===== src/rtl/clk_mon_pkg.sv =====
// Shared definitions for the divided-clock frequency monitor.
//
// Contents:
//   CLK_MON_DEFAULT_CW - default width of the measurement counters
//   clkMonState_e      - monitor state (IDLE, ACQ, LOCKED, LOST)
//   absDiff            - unsigned absolute difference used for tolerance tests
package clk_mon_pkg;

  localparam int unsigned CLK_MON_DEFAULT_CW = 8;

  typedef enum logic [1:0] {
    ST_IDLE   = 2'd0,
    ST_ACQ    = 2'd1,
    ST_LOCKED = 2'd2,
    ST_LOST   = 2'd3
  } clkMonState_e;

  // Distance between a measurement and its expected value, without relying
  // on signed arithmetic.
  function automatic int unsigned absDiff(input int unsigned a, input int unsigned b);
    return (a > b) ? (a - b) : (b - a);
  endfunction

endpackage


===== src/rtl/sync_2ff.sv =====
// Two-flop synchroniser for a single asynchronous bit.
//
// Ports:
//   clk_i - destination clock
//   rst_i - asynchronous active-high reset, clears both flops to 0
//   d_i   - asynchronous input bit
//   q_o   - synchronised output, two destination cycles behind d_i
module sync_2ff (
  input  logic clk_i,
  input  logic rst_i,
  input  logic d_i,
  output logic q_o
);

  logic meta_q;
  logic sync_q;

  // The first flop may go metastable; the second gives it a full cycle to
  // settle before anything downstream looks at the value.
  always_ff @(posedge clk_i or posedge rst_i) begin
    if (rst_i) begin
      meta_q <= 1'b0;
      sync_q <= 1'b0;
    end else begin
      meta_q <= d_i;
      sync_q <= meta_q;
    end
  end

  assign q_o = sync_q;

endmodule


===== src/rtl/clk_freq_monitor.sv =====
// Checks that a divided clock has the expected period and high time.
// The monitored clock is synchronised into the clk_in domain. Its period and
// high time are counted in clk_in cycles. The monitor reports lock after
// enough consecutive good samples, and reports loss when rising edges stop.
//
// Ports:
//   clk_in       - system clock
//   rst          - asynchronous active-high reset
//   mon_clk      - monitored clock, treated as asynchronous data
//   period_o     - last measured period (clk_in cycles)
//   high_o       - last measured high time (clk_in cycles)
//   sample_valid - one-cycle pulse when period_o/high_o update
//   locked       - high while the waveform is locked
//   lost         - high while the monitored clock is considered lost
//   err_cnt      - saturating count of bad samples
module clk_freq_monitor
  import clk_mon_pkg::*;
#(
  parameter int unsigned CW         = CLK_MON_DEFAULT_CW,
  parameter int unsigned EXP_PERIOD = 4,
  parameter int unsigned EXP_HIGH   = 2,
  parameter int unsigned TOL        = 0,
  parameter int unsigned LOCK_COUNT = 4,
  parameter int unsigned TIMEOUT    = 16
) (
  input  logic          clk_in,
  input  logic          rst,
  input  logic          mon_clk,
  output logic [CW-1:0] period_o,
  output logic [CW-1:0] high_o,
  output logic          sample_valid,
  output logic          locked,
  output logic          lost,
  output logic [CW-1:0] err_cnt
);

  localparam logic [CW-1:0] CNT_MAX = '1;
  localparam logic [CW-1:0] CNT_ONE = CW'(1);

  logic          monS;
  logic          monD_q;
  logic          rise;
  logic          fall;
  logic          sampleEvt;
  logic          sampleGood;
  logic          timeoutHit;

  logic [CW-1:0] perCnt_q,  perCnt_d;
  logic [CW-1:0] highCnt_q, highCnt_d;
  logic [CW-1:0] highCap_q, highCap_d;
  logic [CW-1:0] goodCnt_q, goodCnt_d;
  logic [CW-1:0] period_q,  period_d;
  logic [CW-1:0] high_q,    high_d;
  logic [CW-1:0] errCnt_q,  errCnt_d;
  logic          seen_q,    seen_d;
  logic          valid_q,   valid_d;
  logic          locked_q,  locked_d;
  logic          lost_q,    lost_d;

  clkMonState_e  state_q,   state_d;

  sync_2ff uMonSync (
    .clk_i (clk_in),
    .rst_i (rst),
    .d_i   (mon_clk),
    .q_o   (monS)
  );

  // One more flop behind the synchroniser gives the previous level, so the
  // edges can be found by comparing the current level with the previous one.
  always_ff @(posedge clk_in or posedge rst) begin
    if (rst) begin
      monD_q <= 1'b0;
    end else begin
      monD_q <= monS;
    end
  end

  assign rise = monS & ~monD_q;
  assign fall = ~monS & monD_q;

  // The first rise after reset or after loss only starts a measurement, so a
  // rise counts as a sample only once an earlier rise has been seen.
  assign sampleEvt  = rise & seen_q;
  assign sampleGood = (absDiff(32'(perCnt_q), EXP_PERIOD) <= TOL) &&
                      (absDiff(32'(highCap_q), EXP_HIGH) <= TOL);

  // A rise in the same cycle always wins over the timeout.
  assign timeoutHit = (32'(perCnt_q) >= TIMEOUT) && !rise;

  // Measurement datapath. Both counters restart at 1 on a rise, so that
  // the value held just before the next rise is the full interval. A stuck
  // clock drives the counters to all-ones, where they stay. The high time is
  // frozen at the falling edge and held until the sample that reports it.
  always_comb begin
    perCnt_d  = perCnt_q;
    highCnt_d = highCnt_q;
    highCap_d = highCap_q;
    period_d  = period_q;
    high_d    = high_q;
    errCnt_d  = errCnt_q;
    valid_d   = 1'b0;

    if (rise) begin
      perCnt_d = CNT_ONE;
    end else if (perCnt_q != CNT_MAX) begin
      perCnt_d = perCnt_q + CNT_ONE;
    end

    if (rise) begin
      highCnt_d = CNT_ONE;
    end else if (monS && (highCnt_q != CNT_MAX)) begin
      highCnt_d = highCnt_q + CNT_ONE;
    end

    if (fall) begin
      highCap_d = highCnt_q;
    end

    if (sampleEvt) begin
      valid_d  = 1'b1;
      period_d = perCnt_q;
      high_d   = highCap_q;
      if (!sampleGood && (errCnt_q != CNT_MAX)) begin
        errCnt_d = errCnt_q + CNT_ONE;
      end
    end
  end

  // Lock/loss state machine. Any entry into ACQ restarts the count of good
  // samples. Entering LOST forgets the previous rise, so the first rise
  // after recovery is not treated as a sample. The status outputs are
  // decoded from the next state, so they change on the same edge as the
  // state does.
  always_comb begin
    state_d   = state_q;
    goodCnt_d = goodCnt_q;
    seen_d    = seen_q | rise;

    unique case (state_q)
      ST_IDLE: begin
        if (rise) begin
          state_d   = ST_ACQ;
          goodCnt_d = '0;
        end else if (timeoutHit) begin
          state_d = ST_LOST;
        end
      end
      ST_ACQ: begin
        if (sampleEvt) begin
          if (!sampleGood) begin
            goodCnt_d = '0;
          end else if ((32'(goodCnt_q) + 32'd1) >= LOCK_COUNT) begin
            state_d   = ST_LOCKED;
            goodCnt_d = '0;
          end else begin
            goodCnt_d = goodCnt_q + CNT_ONE;
          end
        end else if (timeoutHit) begin
          state_d = ST_LOST;
        end
      end
      ST_LOCKED: begin
        if (sampleEvt && !sampleGood) begin
          state_d   = ST_ACQ;
          goodCnt_d = '0;
        end else if (timeoutHit) begin
          state_d = ST_LOST;
        end
      end
      ST_LOST: begin
        if (rise) begin
          state_d   = ST_ACQ;
          goodCnt_d = '0;
        end
      end
      default: begin
        state_d = ST_IDLE;
      end
    endcase

    if ((state_d == ST_LOST) && (state_q != ST_LOST)) begin
      seen_d = 1'b0;
    end

    locked_d = (state_d == ST_LOCKED);
    lost_d   = (state_d == ST_LOST);
  end

  // All measurement, status and FSM registers. Reset clears them at once,
  // even partway through a measurement.
  always_ff @(posedge clk_in or posedge rst) begin
    if (rst) begin
      state_q   <= ST_IDLE;
      perCnt_q  <= '0;
      highCnt_q <= '0;
      highCap_q <= '0;
      goodCnt_q <= '0;
      period_q  <= '0;
      high_q    <= '0;
      errCnt_q  <= '0;
      seen_q    <= 1'b0;
      valid_q   <= 1'b0;
      locked_q  <= 1'b0;
      lost_q    <= 1'b0;
    end else begin
      state_q   <= state_d;
      perCnt_q  <= perCnt_d;
      highCnt_q <= highCnt_d;
      highCap_q <= highCap_d;
      goodCnt_q <= goodCnt_d;
      period_q  <= period_d;
      high_q    <= high_d;
      errCnt_q  <= errCnt_d;
      seen_q    <= seen_d;
      valid_q   <= valid_d;
      locked_q  <= locked_d;
      lost_q    <= lost_d;
    end
  end

  assign period_o     = period_q;
  assign high_o       = high_q;
  assign sample_valid = valid_q;
  assign locked       = locked_q;
  assign lost         = lost_q;
  assign err_cnt      = errCnt_q;

endmodule

===== config.mk =====
export PLATFORM = sky130hd
export DESIGN_NAME = clk_freq_monitor
export DESIGN_NICKNAME = d
export VERILOG_FILES = /design/src/rtl/clk_mon_pkg.sv /design/src/rtl/sync_2ff.sv /design/src/rtl/clk_freq_monitor.sv
export SDC_FILE = /design/constraint.sdc
export NUM_CORES = 1
export LEC_CHECK = 0
export CAP_MARGIN = 30
export CORE_ASPECT_RATIO = 0.5
export CORE_MARGIN = 2
export CORE_UTILIZATION = 25
export CTS_BUF_LIST = sky130_fd_sc_hd__clkbuf_16
export DETAILED_ROUTE_END_ITERATION = 8
export MAX_ROUTING_LAYER = met4
export PLACE_DENSITY = 0.43
export SYNTH_ARGS = -nofsm -noshare
export SYNTH_HDL_FRONTEND = slang
export SYNTH_SLANG_ARGS = --single-unit

===== constraint.sdc =====
create_clock -name clk_in -period 7.5 [get_ports clk_in]
set_input_delay 1.125 -clock clk_in [delete_from_list [all_inputs] [get_ports clk_in]]
set_output_delay 1.125 -clock clk_in [all_outputs]
set_load 0.02 [all_outputs]

## Word level (Yosys, flattened, before mapping)

Cells that the tools add are included.

| operators by class | value |
|---|---|
| mux-type cells | 22 |
| bitwise gates (word level) | 6 |
| reduce and logical (&&, ||, !) cells | 14 |
| eq/ne operators | 12 |
| $lt $le $gt $ge | 6 |
| add/sub/neg operators | 9 |

Operators by type and width:

| cell | number |
|---|---|
| $mux 8 | 9 |
| $le 32x1->1 const B | 2 |
| $mux 32 | 2 |
| $add 8x1->8 const B | 4 |
| $ne 8x8->1 const B | 3 |
| $pmux 8 s3 | 1 |
| $mux 2 | 7 |
| $add 8x1->9 const B | 1 |
| $ge 9x3->1 const B | 1 |
| $sub 2x8->9 const A | 1 |
| $sub 3x8->9 const A | 1 |
| $sub 8x2->9 const B | 1 |
| $sub 8x3->9 const B | 1 |
| $eq 2x2->1 const B | 4 |
| $ge 8x5->1 const B | 1 |
| $gt 8x2->1 const B | 1 |
| $gt 8x3->1 const B | 1 |
| $pmux 2 s4 | 1 |
| $logic_and 1x1->1 | 6 |
| $ne 2x2->1 const B | 3 |
| $reduce_bool 2->1 | 2 |
| $and 1x1->1 | 3 |
| $reduce_and 3->1 | 1 |
| $eq 2x1->1 const B | 1 |
| other kinds (8) | 11 |

| storage, ports and cells | value |
|---|---|
| logic and storage cells | 84 |
| output and inout bits | 27 |
| register bits after elaboration | 65 |

## Depth between registers and ports, before layout

| logic depth | value |
|---|---|
| depth after elaboration | 11 |
| gate-level depth with buffers | 9 |

## Cells and area by module

From an unflattened synthesis, not the netlist that was laid out.

| second synthesis, totals | value |
|---|---|
| cells, all modules | 309 |
| area total of the unflattened synthesis | 3303.2 um2 |

Modules (own cells, without submodules):

| module | cells each | times used | area each (um2) |
|---|---|---|---|
| clk_freq_monitor | 306 | 1 | 3249.4 |
| sync_2ff | 3 | 1 | 53.8 |

## Worst setup path after synthesis

Ideal clock, no wire load.

| timing | value |
|---|---|
| path type | reg2reg |
| start point | register perCnt_q[3] |
| end point | register errCnt_q[4], in the netlist err_cnt[4] |
| arrival | 2.352 ns |
| stages on the path, launching flop included | 10 |
| slack | 5.018 ns |
| cells stage by stage | dfrtp_1 inv_1 ha_1 nor3b_1 a221oi_1 and4_4 o211ai_4 nand2_4 or4b_4 xnor2_2 |

| on the way | value |
|---|---|
| longest elaborated chain between the ends | 7 |
| elaborated cells on any way between the ends | 9 |
| those cells by class | add/sub: 2; order compare: 2; mux: 1; reduce/logical: 4 |

RTL lines:

| what | line | text |
|---|---|---|
| from (decl) | clk_freq_monitor.sv:48 | `logic [CW-1:0] perCnt_q, perCnt_d;` |
| from (signal assigned) | clk_freq_monitor.sv:208 | `perCnt_q <= perCnt_d;` |
| $sub 3x8->9, or another cell as far along | clk_mon_pkg.sv:21 | `return (a > b) ? (a - b) : (b - a);` |
| $mux 32 (*) | clk_mon_pkg.sv:21 |  |
| $le 32x1->1 (*) | clk_freq_monitor.sv:85 | `assign sampleGood = (absDiff(32'(perCnt_q), EXP_PERIOD) <= TOL) &&` |
| $logic_and 1x1->1 (*) | clk_freq_monitor.sv:85 |  |
| $logic_not 1->1 (*) | clk_freq_monitor.sv:124 | `if (!sampleGood && (errCnt_q != CNT_MAX)) begin` |
| $logic_and 1x1->1 (*) | clk_freq_monitor.sv:124 |  |
| $reduce_and 2->1 (no source line) (*) | -- |  |
| to (signal assigned) | clk_freq_monitor.sv:214 | `errCnt_q <= errCnt_d;` |
| to (decl) | clk_freq_monitor.sv:54 | `logic [CW-1:0] errCnt_q, errCnt_d;` |

Mark *: on every way between the ends. The rest lies on a longest branch, timed or not.
A chain may end at the register's enable or synchronous reset.

## Worst setup path after layout

| timing | value |
|---|---|
| start point | register uMonSync.sync_q, in the netlist uMonSync.q_o |
| end point | register errCnt_q[4], in the netlist err_cnt[4] |

| on the way | value |
|---|---|
| longest elaborated chain between the ends | 3 |

RTL lines:

| what | line | text |
|---|---|---|
| from (decl) | sync_2ff.sv:16 | `logic sync_q;` |
| from (signal assigned) | sync_2ff.sv:26 | `sync_q <= meta_q;` |
| $and 1x1->1 | clk_freq_monitor.sv:79 | `assign rise = monS & ~monD_q;` |
| $and 1x1->1 | clk_freq_monitor.sv:84 | `assign sampleEvt = rise & seen_q;` |
| $reduce_and 2->1 (no source line) | -- |  |

Every way passes these cells.

==> results.md <==
* Setup WS post-layout at 4.70 ns
* Synthesized Nets at 328
* Required @ worst endpoint at 7.71 ns
* Cts hold-fix bufs at 0
* Worst vdd ir at approximately 0.0001 V
* CTS resizes at 0
* Critical Path Sink Type: register
* RSZ-0062 raised after global routing: no
* GRT Resource Usage Total at 11.4%
* CTS clk-pin slew, worst paths at 0.06 ns
* Leak pwr at 1.83 nW
* Initial antenna violation count at 0
* Synth async-reset ratio at 100%
* Ys flop type: dfrtp_1
* Via-to-Cell Ratio at 4.67
* Area taken by flip-flops and latches at 1630 sq um
* Setup TNS at 0 ns
* Netlist Area Pre-Place at 3300 sq um
* Antenna diodes at 0
* Worst r2r path cells at 7
* Final Cycle Share at around 37%
* Area grow syn2layout at 23.0%
* Post-CTS setup buffers at 0
* Design area at 4060 sq um
* Placed inst area at 3770 sq um
* CTS buffer count at 9
* Post-synth EDFFs at 0
* Pre-CTS setup slack at 4.67 ns
* GRT overflow at 0
* Max frequency at 357 MHz
* Remaining DRCs at 0
* TritonCTS Sinks at 65
* Minimum clock period at between 2 and 3 ns
* Worst flop-to-flop path startpoint: uMonSync.q_o
* Syn Inst Count at roughly 310
* Routed WL at 7.28 mm
* Crit path from: uMonSync.q_o
* Row count at 29
* CTS max path bufs at 2
* Multi-input gate area in the final layout at ~1600 sq um
* Ys Warns at 0
* Core box area at about 13,000 sq um
* Hold crit path type: register to register
* ANT nets after route at 0
* Chip height at 85.2 microns
* Clock latency on the worst-skew pair at 0.33 ns
* Root Buffer: clkbuf_16
* Power Density at 319 nW/um^2
* Starting density of the core at 25.8%
* DR vias at 2,412
* R2r setup slk at approximately 4.7 ns
* Dpl hpwl at 5.02 mm
* Crit path launch type: register
* Setup Skew at 0.00784 ns
* Final total power at 1.29 mW
* CTS tree: built
* Global-route wire length before repair at about 12 mm
* Largest net degree at the start of global routing at 66
* Initial DRT Pass Iterations at 4
* H-tree levels at 3
* Slew Limit Headroom at 41.8%
* Chip Width at about 170 microns
* Critical path peak fanout at 20
* Met2 Wirelength at 3.41 mm
* Routed wire length per instance at 14.1 microns
* CP endpoint: err_cnt[4]
* Final Hold Fails at 0
* Maxcap violations at 0
* Synth Register Bits at 65
* Critical Path AT at 3.01 ns
* Vias in the first global route at 2,465
* RePlAce Congestion at 0.863
* # IOs at 30
* Outcome: completed
* Layout cells sized above 1 at 12.7%
* Fill cell count at between 1,000 and 1,500
* Slew Viols, Final at 0
* Synth unique cells at 57
* Nets at between 300 and 400
* CP Class: register to register
* Metal3 WL at around 280 microns
* R2r endpoint: err_cnt[4]
* Top sig layer: met4
* Seq/Total Area, Yosys at 49.3%
* Count of buffers from port buffering at 29
* Post-route met1 wirelength at ~3.5 mm
* 1st-iter DRT viols at 196
* Hold path startpoint: uMonSync.meta_q
* Final Setup Violations at 0
* DIE AREA at 14,200 sq um
* Mean Syn Cell Area at 10.7 sq um
* Least-Margin Pin Slew at 0.871 ns
final cells by class:
type / count / share of cell area (%)
Timing Repair Buffer: 31 / 7.52
Tap cell: 170 / 5.24
Inverter: 12 / 1.11
Clock inverter: 7 / 1.51
Sequential cell: 65 / 40.1
Clock buffer: 9 / 5.55
Multi-Input combinational cell: 222 / 39.0
registers in the layout, summed over array words and instances, names as in the netlist:
name             count
goodCnt_q            8
locked               1
monD_q               1
lost                 1
perCnt_q             8
err_cnt              8
highCap_q            8
high_o               8
highCnt_q            8
state_q              2
uMonSync.q_o         1
period_o             8
seen_q               1
uMonSync.meta_q      1
sample_valid         1
cells by family (layout without fill, tap and decap cells):
| kind of cell | Yosys count | after routing | synth area share [%] |
|---|---|---|---|
| fa+ha+maj | 17 | 17 | 6.45 |
| simple gates | 117 | 117 | 19.8 |
| buf+inv | 21 | 59 | 2.77 |
| flops | 65 | 65 | 49.3 |
| mux | 18 | 18 | 6.14 |
| compound gates | 52 | 52 | 10.5 |
| xor+xnor | 18 | 18 | 5.01 |
placed cells by master (no fill, tap or decap), types with 3 or more instances in the layout:
cell type        synthesis  routed
a21oi_1                 12      12
a31oi_1                  3       3
and2_1                   6       6
and3_1                   5       5
clkbuf_16                0       9
clkdlybuf4s50_1          0      29
clkinv_1                 1       4
dfrtp_1                 65      65
ha_1                    17      17
inv_1                   11      10
mux2_2                  18      18
nand2_1                 29      29
nand3_1                 11      11
nand4_1                  6       6
nor2_1                  30      30
nor2b_1                  3       3
nor3_1                   4       4
o21ai_0                 17      17
xnor2_1                  9       9
xor2_1                   8       8
cell usage after synthesis (8+ instances only):
cell type  instances  share of area (%)
xnor2_1            9                2.4
dfrtp_1           65                 49
a21oi_1           12                1.8
nand3_1           11                1.7
nand2_1           29                3.3
o21ai_0           17                2.6
nor2_1            30                3.4
ha_1              17                6.4
xor2_1             8                2.1
mux2_2            18                6.1
inv_1             11                1.3
power by group:
part	internal [mW]	switching (mW)	total [mW]	leakage, nW
clock network	0.253	0.151	0.404	0.134
logic	0.188	0.222	0.410	0.841
registers	0.411	0.0700	0.481	0.859
total	0.852	0.443	1.29	1.83
routing by layer:
layer	track usage [%]	vias up
li1	-	1165
met1	14.2	1198
met2	17.6	44
met3	3.68	5
met4	3.92	0
met5	-	-
metrics by stage:
step           std cells  util [%]  hold slack, ns
5_1_grt              516      31.8           0.376
2_1_floorplan        308         -           0.331
3_5_place_dp         500      29.5           0.344
4_1_cts              516      31.8           0.365
6_report             516      31.8           0.363
3_3_place_gp         500      29.5           0.374
critical path, stage by stage (launching register included):
cell	delay, ns
dfrtp_1	0.41
nor2b_1	0.15
buf_4	0.27
nand2_1	0.47
inv_1	0.56
nand2_4	0.11
or4b_4	0.57
xnor2_2	0.14
worst min path at each step:
stage | end | slack, ns | cells after the start
floorplan | uMonSync.q_o | 0.33 | 0
global placement | uMonSync.q_o | 0.37 | 0
detailed placement | uMonSync.q_o | 0.34 | 0
CTS | uMonSync.q_o | 0.37 | 0
global route | uMonSync.q_o | 0.38 | 0
finish | uMonSync.q_o | 0.36 | 0
Note: power is estimated with default switching activity, not from simulation.
